<file path="config.mk">
export PLATFORM = sky130hd
export DESIGN_NAME = uc_multiciclo_fsm
export DESIGN_NICKNAME = d
export VERILOG_FILES = /design/src/rtl/uc_multiciclo_fsm.sv
export SDC_FILE = /design/constraint.sdc
export NUM_CORES = 1
export LEC_CHECK = 0
export CORE_ASPECT_RATIO = 0.7
export CORE_MARGIN = 4
export CORE_UTILIZATION = 30
export DETAILED_ROUTE_END_ITERATION = 7
export GPL_TIMING_DRIVEN = 0
export SLEW_MARGIN = 5
export SYNTH_ARGS = -nofsm -noshare
export SYNTH_HDL_FRONTEND = slang
export SYNTH_SLANG_ARGS = --single-unit
</file>
<file path="constraint.sdc">
create_clock -name clk -period 2.26 [get_ports clk]
set_input_delay 0.678 -clock clk [delete_from_list [all_inputs] [get_ports clk]]
set_output_delay 0.678 -clock clk [all_outputs]
set_load 0.01 [all_outputs]
</file>
<file path="src/rtl/uc_multiciclo_fsm.sv">
// Multicycle control unit: sequences FETCH/DECODE/EXEC/MEM/WB for the RV64 datapath, counts retirements.
// Latency: R/I/LD/ST 4 cycles, BR 3 cycles with zero wait states; each unacked FETCH/MEM cycle adds one.
// Backpressure: FETCH/MEM hold their request until ack; TIMEOUT unacked cycles there lands in ERROR.
module uc_multiciclo_fsm #(
    parameter int TIMEOUT = 16,
    parameter int CNT_W   = 32
) (
    input  logic             clk,
    input  logic             rst_n,
    input  logic             start,
    input  logic [6:0]       opcode,
    input  logic             i_mem_ack,
    input  logic             d_mem_ack,
    output logic             i_mem_req,
    output logic             d_mem_req,
    output logic             d_mem_we,
    output logic             ir_we,
    output logic             pc_we,
    output logic             rf_we,
    output logic             rf_src,
    output logic             alu_src,
    output logic             pc_src,
    output logic [3:0]       alu_cmd,
    output logic             busy,
    output logic             halted,
    output logic             err,
    output logic [2:0]       state,
    output logic [CNT_W-1:0] instret_cnt
);

    typedef enum logic [2:0] {
        S_IDLE   = 3'd0,
        S_FETCH  = 3'd1,
        S_DECODE = 3'd2,
        S_EXEC   = 3'd3,
        S_MEM    = 3'd4,
        S_WB     = 3'd5,
        S_HALT   = 3'd6,
        S_ERROR  = 3'd7
    } state_t;

    typedef enum logic [2:0] {
        C_NONE = 3'd0,
        C_R    = 3'd1,
        C_I    = 3'd2,
        C_LD   = 3'd3,
        C_ST   = 3'd4,
        C_BR   = 3'd5,
        C_SYS  = 3'd6,
        C_ILL  = 3'd7
    } cls_t;

    // Wait counter only needs to reach TIMEOUT-1: the TIMEOUT-th unacked cycle is the one that trips ERROR.
    localparam int                WAIT_W    = (TIMEOUT > 1) ? $clog2(TIMEOUT + 1) : 1;
    localparam logic [WAIT_W-1:0] WAIT_LAST = (TIMEOUT > 0) ? WAIT_W'(TIMEOUT - 1) : '0;
    localparam bit                TO_EN     = (TIMEOUT != 0);

    state_t             state_q, state_d;
    cls_t               cls_q, cls_d, dec_cls;
    logic [WAIT_W-1:0]  wait_q, wait_d;
    logic [CNT_W-1:0]   instret_q, instret_d;

    function automatic cls_t decode_cls(input logic [6:0] op);
        case (op)
            7'b0110011: decode_cls = C_R;
            7'b0010011: decode_cls = C_I;
            7'b0000011: decode_cls = C_LD;
            7'b0100011: decode_cls = C_ST;
            7'b1100011: decode_cls = C_BR;
            7'b1110011: decode_cls = C_SYS;
            default:    decode_cls = C_ILL;
        endcase
    endfunction

    // Next-state and control-bus decode from state, latched class and this cycle's ack.
    always_comb begin
        state_d   = state_q;
        cls_d     = cls_q;
        wait_d    = wait_q;
        i_mem_req = 1'b0;
        d_mem_req = 1'b0;
        d_mem_we  = 1'b0;
        ir_we     = 1'b0;
        pc_we     = 1'b0;
        rf_we     = 1'b0;
        rf_src    = 1'b0;
        alu_src   = 1'b0;
        pc_src    = 1'b0;
        alu_cmd   = 4'b0000;
        dec_cls   = decode_cls(opcode);

        case (state_q)
            S_IDLE: begin
                if (start) begin
                    state_d = S_FETCH;
                    wait_d  = '0;
                end
            end
            S_FETCH: begin
                i_mem_req = 1'b1;
                if (i_mem_ack) begin
                    ir_we   = 1'b1;
                    state_d = S_DECODE;
                end else begin
                    wait_d = wait_q + 1'b1;
                    if (TO_EN && wait_q == WAIT_LAST) state_d = S_ERROR;
                end
            end
            S_DECODE: begin
                cls_d = dec_cls;
                case (dec_cls)
                    C_SYS:   state_d = S_HALT;
                    C_ILL:   state_d = S_ERROR;
                    default: state_d = S_EXEC;
                endcase
            end
            S_EXEC: begin
                case (cls_q)
                    C_R: begin
                        alu_cmd = 4'b0010;
                        state_d = S_WB;
                    end
                    C_I: begin
                        alu_src = 1'b1;
                        alu_cmd = 4'b0011;
                        state_d = S_WB;
                    end
                    C_LD, C_ST: begin
                        alu_src = 1'b1;
                        state_d = S_MEM;
                        wait_d  = '0;
                    end
                    C_BR: begin
                        alu_cmd = 4'b0001;
                        pc_src  = 1'b1;
                        pc_we   = 1'b1;
                        state_d = S_FETCH;
                        wait_d  = '0;
                    end
                    default: state_d = S_ERROR;
                endcase
            end
            S_MEM: begin
                // Address stays on the ALU for the whole access, so the RAM sees a stable request.
                d_mem_req = 1'b1;
                alu_src   = 1'b1;
                d_mem_we  = (cls_q == C_ST);
                if (d_mem_ack) begin
                    pc_we   = 1'b1;
                    rf_we   = (cls_q == C_LD);
                    rf_src  = (cls_q == C_LD);
                    state_d = S_FETCH;
                    wait_d  = '0;
                end else begin
                    wait_d = wait_q + 1'b1;
                    if (TO_EN && wait_q == WAIT_LAST) state_d = S_ERROR;
                end
            end
            S_WB: begin
                rf_we   = 1'b1;
                pc_we   = 1'b1;
                alu_src = (cls_q == C_I);
                alu_cmd = (cls_q == C_I) ? 4'b0011 : 4'b0010;
                state_d = S_FETCH;
                wait_d  = '0;
            end
            default: ;  // HALT and ERROR hold until reset
        endcase

        instret_d = pc_we ? instret_q + 1'b1 : instret_q;
    end

    // State, class, wait counter and retirement counter; reset lands everything in IDLE at once.
    always_ff @(posedge clk or posedge rst_n) begin
        if (rst_n) begin
            state_q   <= S_IDLE;
            cls_q     <= C_NONE;
            wait_q    <= '0;
            instret_q <= '0;
        end else begin
            state_q   <= state_d;
            cls_q     <= cls_d;
            wait_q    <= wait_d;
            instret_q <= instret_d;
        end
    end

    assign busy        = (state_q != S_IDLE) && (state_q != S_HALT) && (state_q != S_ERROR);
    assign halted      = (state_q == S_HALT);
    assign err         = (state_q == S_ERROR);
    assign state       = state_q;
    assign instret_cnt = instret_q;

endmodule
</file>
==> impl_results.md, run 1 <==
- Status: complete, but fails checks
- Failing checks: setup timing
- CTS root buf: clkbuf_16
- CP startpoint: cls_q[1]
- TritonCTS clock tree: built
- Layout cell share with drive strength beyond 1: 0.238
- Pwr per Cell Area: 806 nW/µm²
- Final std cells w/o fill: 438
- Clock Pin Slew Worst Setup and Hold Paths: 0.06 ns
- R2r endpoint: state[0]
- Post-synthesis sequential area ratio: 0.450
- Max-Slew Margin vs Limit: 0.654
- RSZ-0062 raised after global routing: yes
- GRT overflow: 0
- R2R Setup Slk: 0.33 ns
- CP endpoint: alu_cmd[1]
- Share of the synthesized area in the top cell type: 0.450
- Worst Slack Setup Final: -0.0221 ns
- Syn avg cell area: 9.63 µm²
- Global-route wire length before repair: around 10000 µm
- Crit path required time: roughly 1.6 ns
- Hold crit path type: reg -> reg
- Register area: ~1100 µm²
- Vias in the first global route: about 2100
- Dpl cells: slightly above 400
- Worst path arrival time: 1.60 ns
- Yosys Warn Count: 0
- R2r worst-path depth: 6
- Gate Count Post-Synth: 248
- Max Cap Violations: 0
- Distinct cell type count after synthesis: 45
- Final Hold Fails: 0
- Crit path max-delay cell type: dfrtp_2
- Area of the multi-input gates: ~1300 µm²
- Antenna violations before repair: 0
- Slew @ Worst Pin: 0.517 ns
- Clock insertion delay at the later pin of the skew report: 0.28 ns
- Die height: about 83 µm
- Via count: roughly 2100
- Setup Crit Path Kind: reg -> out
- Largest cells by area after synthesis: dfrtp_1, xnor2_1, xor2_1, nand4_1, nor2_1
- FF+latch count, synth: 43
- Max Slew Vio Count: 0
- Nets: between 300 and 400
- Clock Path Buffers: 2
- Full die area: around 9500 µm²
- Clock buffer count from CTS: 5
- CP peak stage delay: between 0.4 and 0.5 ns
- Setup WS pre-CTS: -0.845 ns
- # diodes: 0
- Final Util: 0.474
- Total core area: approximately 7500 µm²
- Htree depth: 2
- Synthesized cell area: between 2000 and 2500 µm²
- WP buf/inv: 2
- DRT iter0 DRCs: between 70 and 80
- Largest net degree at the start of global routing: 39
- Most common cell after layout, fill and taps aside: clkdlybuf4s50_1
- Initial core utilization: 0.318
- Filler cells: roughly 700
- Post-synth EDFFs: 0
- Most frequent cells in the layout: clkdlybuf4s50_1, dfrtp_1, buf_4
- Main flop type after synthesis: dfrtp_1
- Crit-path leading delay family: flip-flops
- Ports: 63
- Clock sink count: 43
- Endpoint type of the worst setup path: output port
- Startpoint Class: flip-flop
- Hpwl dp: ~4200 µm
- Reg2reg start: wait_q[0]
- Worst-path cell chain: buf_6 > xnor2_2 > or3_1 > a21oi_1 > buf_2
- Final Cycle Share: 1.01
- Port Buf Inserts: 60
- DR WL/cell: between 10 and 15 µm
- Cell taking the most area after synthesis: dfrtp_1
- Max Clk Rate: ~440 MHz
- Minimum clock period: 2.28 ns
- CP Max Fanout: 4
- Iteration count of the initial detailed-routing pass: 4
- FP Rows: 26
- Peak supply drop: about 0.36 mV
- WP depth: 5
- Setup-failing EPs final: 3
- Die width: ~110 µm
- Routability cong.: approximately 0.86
- Tot Pwr: 2.87 mW
- ANT nets after route: 0
- FFs w/ async S/R, synth: 1.00
- Area Overhead vs Synth: 49.1%
- Drt drc: 0
- Vias per cell: 4.83
- Total track usage: 0.135
- Post-route clock skew: ~0.0031 ns
- Leak pwr: between 1.5 and 2 nW
- Final wirelength: 6090 µm
layer usage:
| layer | routed length [µm] | GRT usage |
|---|---|---|
| met3 | 326 | 0.0357 |
| met1 | 2890 | 0.177 |
| met5 | 0 | 0 |
| met4 | 17 | 0.0202 |
| met2 | 2860 | 0.229 |
report_power, final:
part	switching, mW	internal, mW	total [mW]
combinational	0.621	0.633	1.25
sequential	0.0761	0.845	0.921
clock	0.289	0.408	0.697
total	0.986	1.89	2.87
repair_timing:
item,4_1_cts,5_1_grt
endpoints found under the setup margin,14,9
hold endpoints to repair,0,0
pin swaps,5,3
hold buffers,0,0
setup buffers,20,2
gates resized for setup,71,9
synthesized netlist by cell type, types with 3 or more instances:
library cell  instances
buf_2                 3
buf_4                 4
and3_1                8
ha_1                  3
nand3_1               7
nor3_2                3
dfrtp_1              43
nand2b_1              3
xnor2_1              19
nor3_1                6
inv_1                11
nand2_1              22
o21ai_0               8
xor2_1               14
nor2_1               25
clkbuf_1              3
a21oi_1              10
nand4_1              16
a31oi_1               3
or3_1                 3
through the flow:
stage | setup TNS [ns] | hold slack [ns] | cell area (µm²)
3_3_place_gp | -23.47 | 0.455 | 3120
2_1_floorplan | 0 | 0.478 | 2390
5_1_grt | -0.223 | 0.492 | 3560
4_1_cts | -0.0804 | 0.477 | 3520
3_5_place_dp | -4.34 | 0.469 | 3140
6_report | -0.0495 | 0.466 | 3560
worst reg2reg max path: cells and delay by family, from the launching register on:
kind | cells | cell delay [ns]
compound gates | 2 | 0.21
fa+ha+maj | 2 | 0.47
simple gates | 2 | 0.73
flops | 1 | 0.41
cell type report:
type,count,area share
Timing Repair Buffer,83,0.216
Clock buffer,6,0.0362
Clock inverter,2,0.00351
Buffer,10,0.0256
Sequential cell,43,0.303
Tap cell,98,0.0344
Inverter,11,0.0116
Multi-Input combinational cell,185,0.369
worst min path at each step:
stage / cells past startpoint / from / slack [ns] / end
3_5_place_dp: 1 / instret_cnt[31] / 0.47 / instret_cnt[31]
4_1_cts: 1 / instret_cnt[31] / 0.48 / instret_cnt[31]
3_3_place_gp: 1 / instret_cnt[31] / 0.46 / instret_cnt[31]
6_report: 1 / instret_cnt[31] / 0.47 / instret_cnt[31]
5_1_grt: 1 / instret_cnt[31] / 0.49 / instret_cnt[31]
2_1_floorplan: 1 / wait_q[0] / 0.48 / wait_q[0]
flip-flops by register name, indices dropped and copies added, names as in the netlist:
name	cells
instret_cnt	32
cls_q	3
wait_q	5
state	3
kinds of logic (layout without fill, tap and decap cells):
| kind of cell | after synthesis | count (layout) | synth area share |
|---|---|---|---|
| buffers and inverters | 21 | 112 | 0.0409 |
| DFF | 43 | 43 | 0.450 |
| AOI/OAI and AO/OA | 36 | 36 | 0.109 |
| and+or+nand+nor | 108 | 108 | 0.248 |
| xor gates and xnor gates | 33 | 33 | 0.121 |
| other | 1 | 2 | 0.00157 |
| muxes | 3 | 3 | 0.0131 |
| adders and majority gates | 3 | 3 | 0.0157 |
Note: power is estimated with default switching activity, not from simulation.
==> inputs of run 2 (changes only) <==
Settings changed: HOLD_SLACK_MARGIN set to 0.12.
==> results of run 2 <==
Same layout as run 1: the final DEF is identical, and so are final timing and power.
==> inputs of run 3 (changes only) <==
Settings changed: HOLD_SLACK_MARGIN 0.12 to 0.03, SKIP_CTS_REPAIR_TIMING set to 1.
==> run 3 against run 2 <==
Against the previous run:
- the flow still finishes with violations (setup timing)
- global-route usage down 1.0 points
- worst hold slack about the same
- clock skew up 0.0017 ns
- wire length down 3.9%
- critical endpoint is now alu_cmd[0]
==> impl_results.md, run 3 (synthesis results as in run 1) <==
- Failing checks: setup timing (unchanged)
- GRT met1 Usage: 0.167 (was 0.177)
- Hold crit path type: reg -> reg (unchanged)
- Setup Crit Path Kind: reg -> out (unchanged)
- Total track usage: 0.125 (was 0.135)
- Htree depth: 2 (unchanged)
- Status: complete, but fails checks (unchanged)
- ANT nets after route: 0 (unchanged)
- Met3 usage: 0.0393 (was 0.0357)
- RSZ-0062 raised after global routing: yes (unchanged)
- Area Overhead vs Synth: 45.3% (was 49.1%)
- TritonCTS clock tree: built (unchanged)
- Setup-failing EPs final: 2 (was 3)
- Peak supply drop: 0.393 mV (was 0.360 mV)
- Largest net degree at the start of global routing: 39 (unchanged)
- Max Slew Vio Count: 0 (unchanged)
- Leak pwr: 1.61 nW (was 1.59 nW)
- Max Cap Violations: 0 (unchanged)
- Vias in the first global route: 1953 (was 2101)
- Global-route wire length before repair: 9570 µm (was 10400 µm)
- Final Util: 0.462 (was 0.474)
- DR WL/cell: 13.7 µm (was 13.9 µm)
- Clock Pin Slew Worst Setup and Hold Paths: 0.06 ns (about the same)
- # diodes: 0 (unchanged)
- Drt drc: 0 (unchanged)
- Most common cell after layout, fill and taps aside: clkdlybuf4s50_1 (unchanged)
- Max Clk Rate: 422 MHz (was 438 MHz)
- Ports: 63 (unchanged)
- Antenna violations before repair: 0 (unchanged)
- CP endpoint: alu_cmd[0] (was alu_cmd[1])
- Initial core utilization: 0.318 (unchanged)
- Reg2reg start: wait_q[0] (unchanged)
- Clock insertion delay at the later pin of the skew report: 0.28 ns (about the same)
- CP startpoint: state[2] (was cls_q[1])
- Final wirelength: 5860 µm (was 6090 µm)
- FP Rows: 26 (unchanged)
- Crit path required time: 1.58 ns (about the same)
- Max-Slew Margin vs Limit: 0.654 (about the same)
- Switching part of the total: 0.345 (was 0.343)
- Minimum clock period: 2.37 ns (was 2.28 ns)
- Setup TNS: -0.163 ns (was -0.0495 ns)
- DRT iter0 DRCs: 80 (was 79)
- Clock Path Buffers: 2 (unchanged)
- Startpoint Class: flip-flop (unchanged)
- R2R Setup Slk: 0.37 ns (was 0.33 ns)
- Worst path arrival time: 1.69 ns (was 1.60 ns)
- Cell internal pwr: 1.82 mW (was 1.89 mW)
- GR Util met2: 0.203 (was 0.229)
- Final Cycle Share: 1.05 (was 1.01)
- Pwr per Cell Area: 800 nW/µm² (was 806 nW/µm²)
- Final Hold Fails: 0 (unchanged)
- CTS root buf: clkbuf_16 (unchanged)
- Post-route clock skew: 0.00478 ns (was 0.00306 ns)
- Routability cong.: 0.862 (unchanged)
- Slew @ Worst Pin: 0.517 ns (about the same)
- Hpwl dp: 4230 µm (unchanged)
- Vias per cell: 4.82 (was 4.83)
- Total core area: 7510 µm² (unchanged)
- Clock buffer count from CTS: 5 (unchanged)
- Die height: 82.7 µm (unchanged)
- Layout cell share with drive strength beyond 1: 0.200 (was 0.238)
- R2r endpoint: state[0] (unchanged)
- Iteration count of the initial detailed-routing pass: 4 (unchanged)
- Sw Pwr: 957 µW (was 986 µW)
- Endpoint type of the worst setup path: output port (unchanged)
- Max FFs per register: 32 (unchanged)
- Clock power frac: 0.251 (was 0.243)
- Most frequent cells in the layout: clkdlybuf4s50_1, dfrtp_1, nor2_1 (was clkdlybuf4s50_1, dfrtp_1, buf_4)
- Clock sink count: 43 (unchanged)
- Reg power frac: 0.337 (was 0.321)
- Hold_sp: instret_cnt[31] (unchanged)
- Die width: 115 µm (unchanged)
- R2r worst-path depth: 6 (unchanged)
- Combinational share of power: 0.412 (was 0.437)
- Port Buf Inserts: 60 (unchanged)
- Worst hold slack: 0.466 ns (about the same)
- Via count: 2065 (was 2114)
- Nets: 344 (was 354)
- GRT overflow: 0 (unchanged)
- Full die area: 9480 µm² (unchanged)
- GRT busiest layer: met2 (unchanged)
- CP Max Fanout: 6 (was 4)
- Worst Slack Setup Final: -0.110 ns (was -0.0221 ns)
## run 3: final cells by class
class	count	area, µm²
fillers	716	4050
multi-input cells	185	1300
flip-flops and latches	43	1080
repair buffers	73	699
clock buffers	6	129
well taps	98	123
plain buffers	10	86.3
inverters	11	41.3
clock inverters	2	12.5
## run 3: critical path, cell delays in order (launching register included)
cell and delay [ns]:
dfrtp_2 0.46, buf_6 0.15, nand2b_4 0.16, a2111oi_4 0.35, o21a_1 0.17, buf_2 0.12
## run 3: per-stage QoR
step	power, mW	worst slack [ns]	instance area, µm²	instances
floorplan	1.49	0.141	2390	249
global route	2.94	-0.159	3470	428
CTS	2.60	-0.853	3280	416
finish	2.78	-0.110	3470	428
global placement	1.89	-0.841	3120	407
detailed placement	1.89	-0.845	3140	408
## run 3: worst min path at each step
stage | end | slack, ns | depth (start not counted)
floorplan | wait_q[0] | 0.48 | 1
global placement | instret_cnt[31] | 0.46 | 1
detailed placement | instret_cnt[31] | 0.47 | 1
CTS | instret_cnt[31] | 0.48 | 1
global route | instret_cnt[31] | 0.49 | 1
finish | instret_cnt[31] | 0.47 | 1
## run 3: layer usage
metal  part of all wire  wire length (µm)
met1               0.47              2730
met2               0.46              2710
met3              0.065               378
met4             0.0072                42
met5                  0                 0
## run 3: power by group through the flow
stage               Combinational, mW  Sequential (mW)  Clock, mW
floorplan                       0.535            0.950          0
global placement                0.947            0.939          0
detailed placement              0.953            0.936          0
CTS                             0.962            0.922      0.721
global route                     1.23            0.946      0.760
finish                           1.14            0.935      0.697
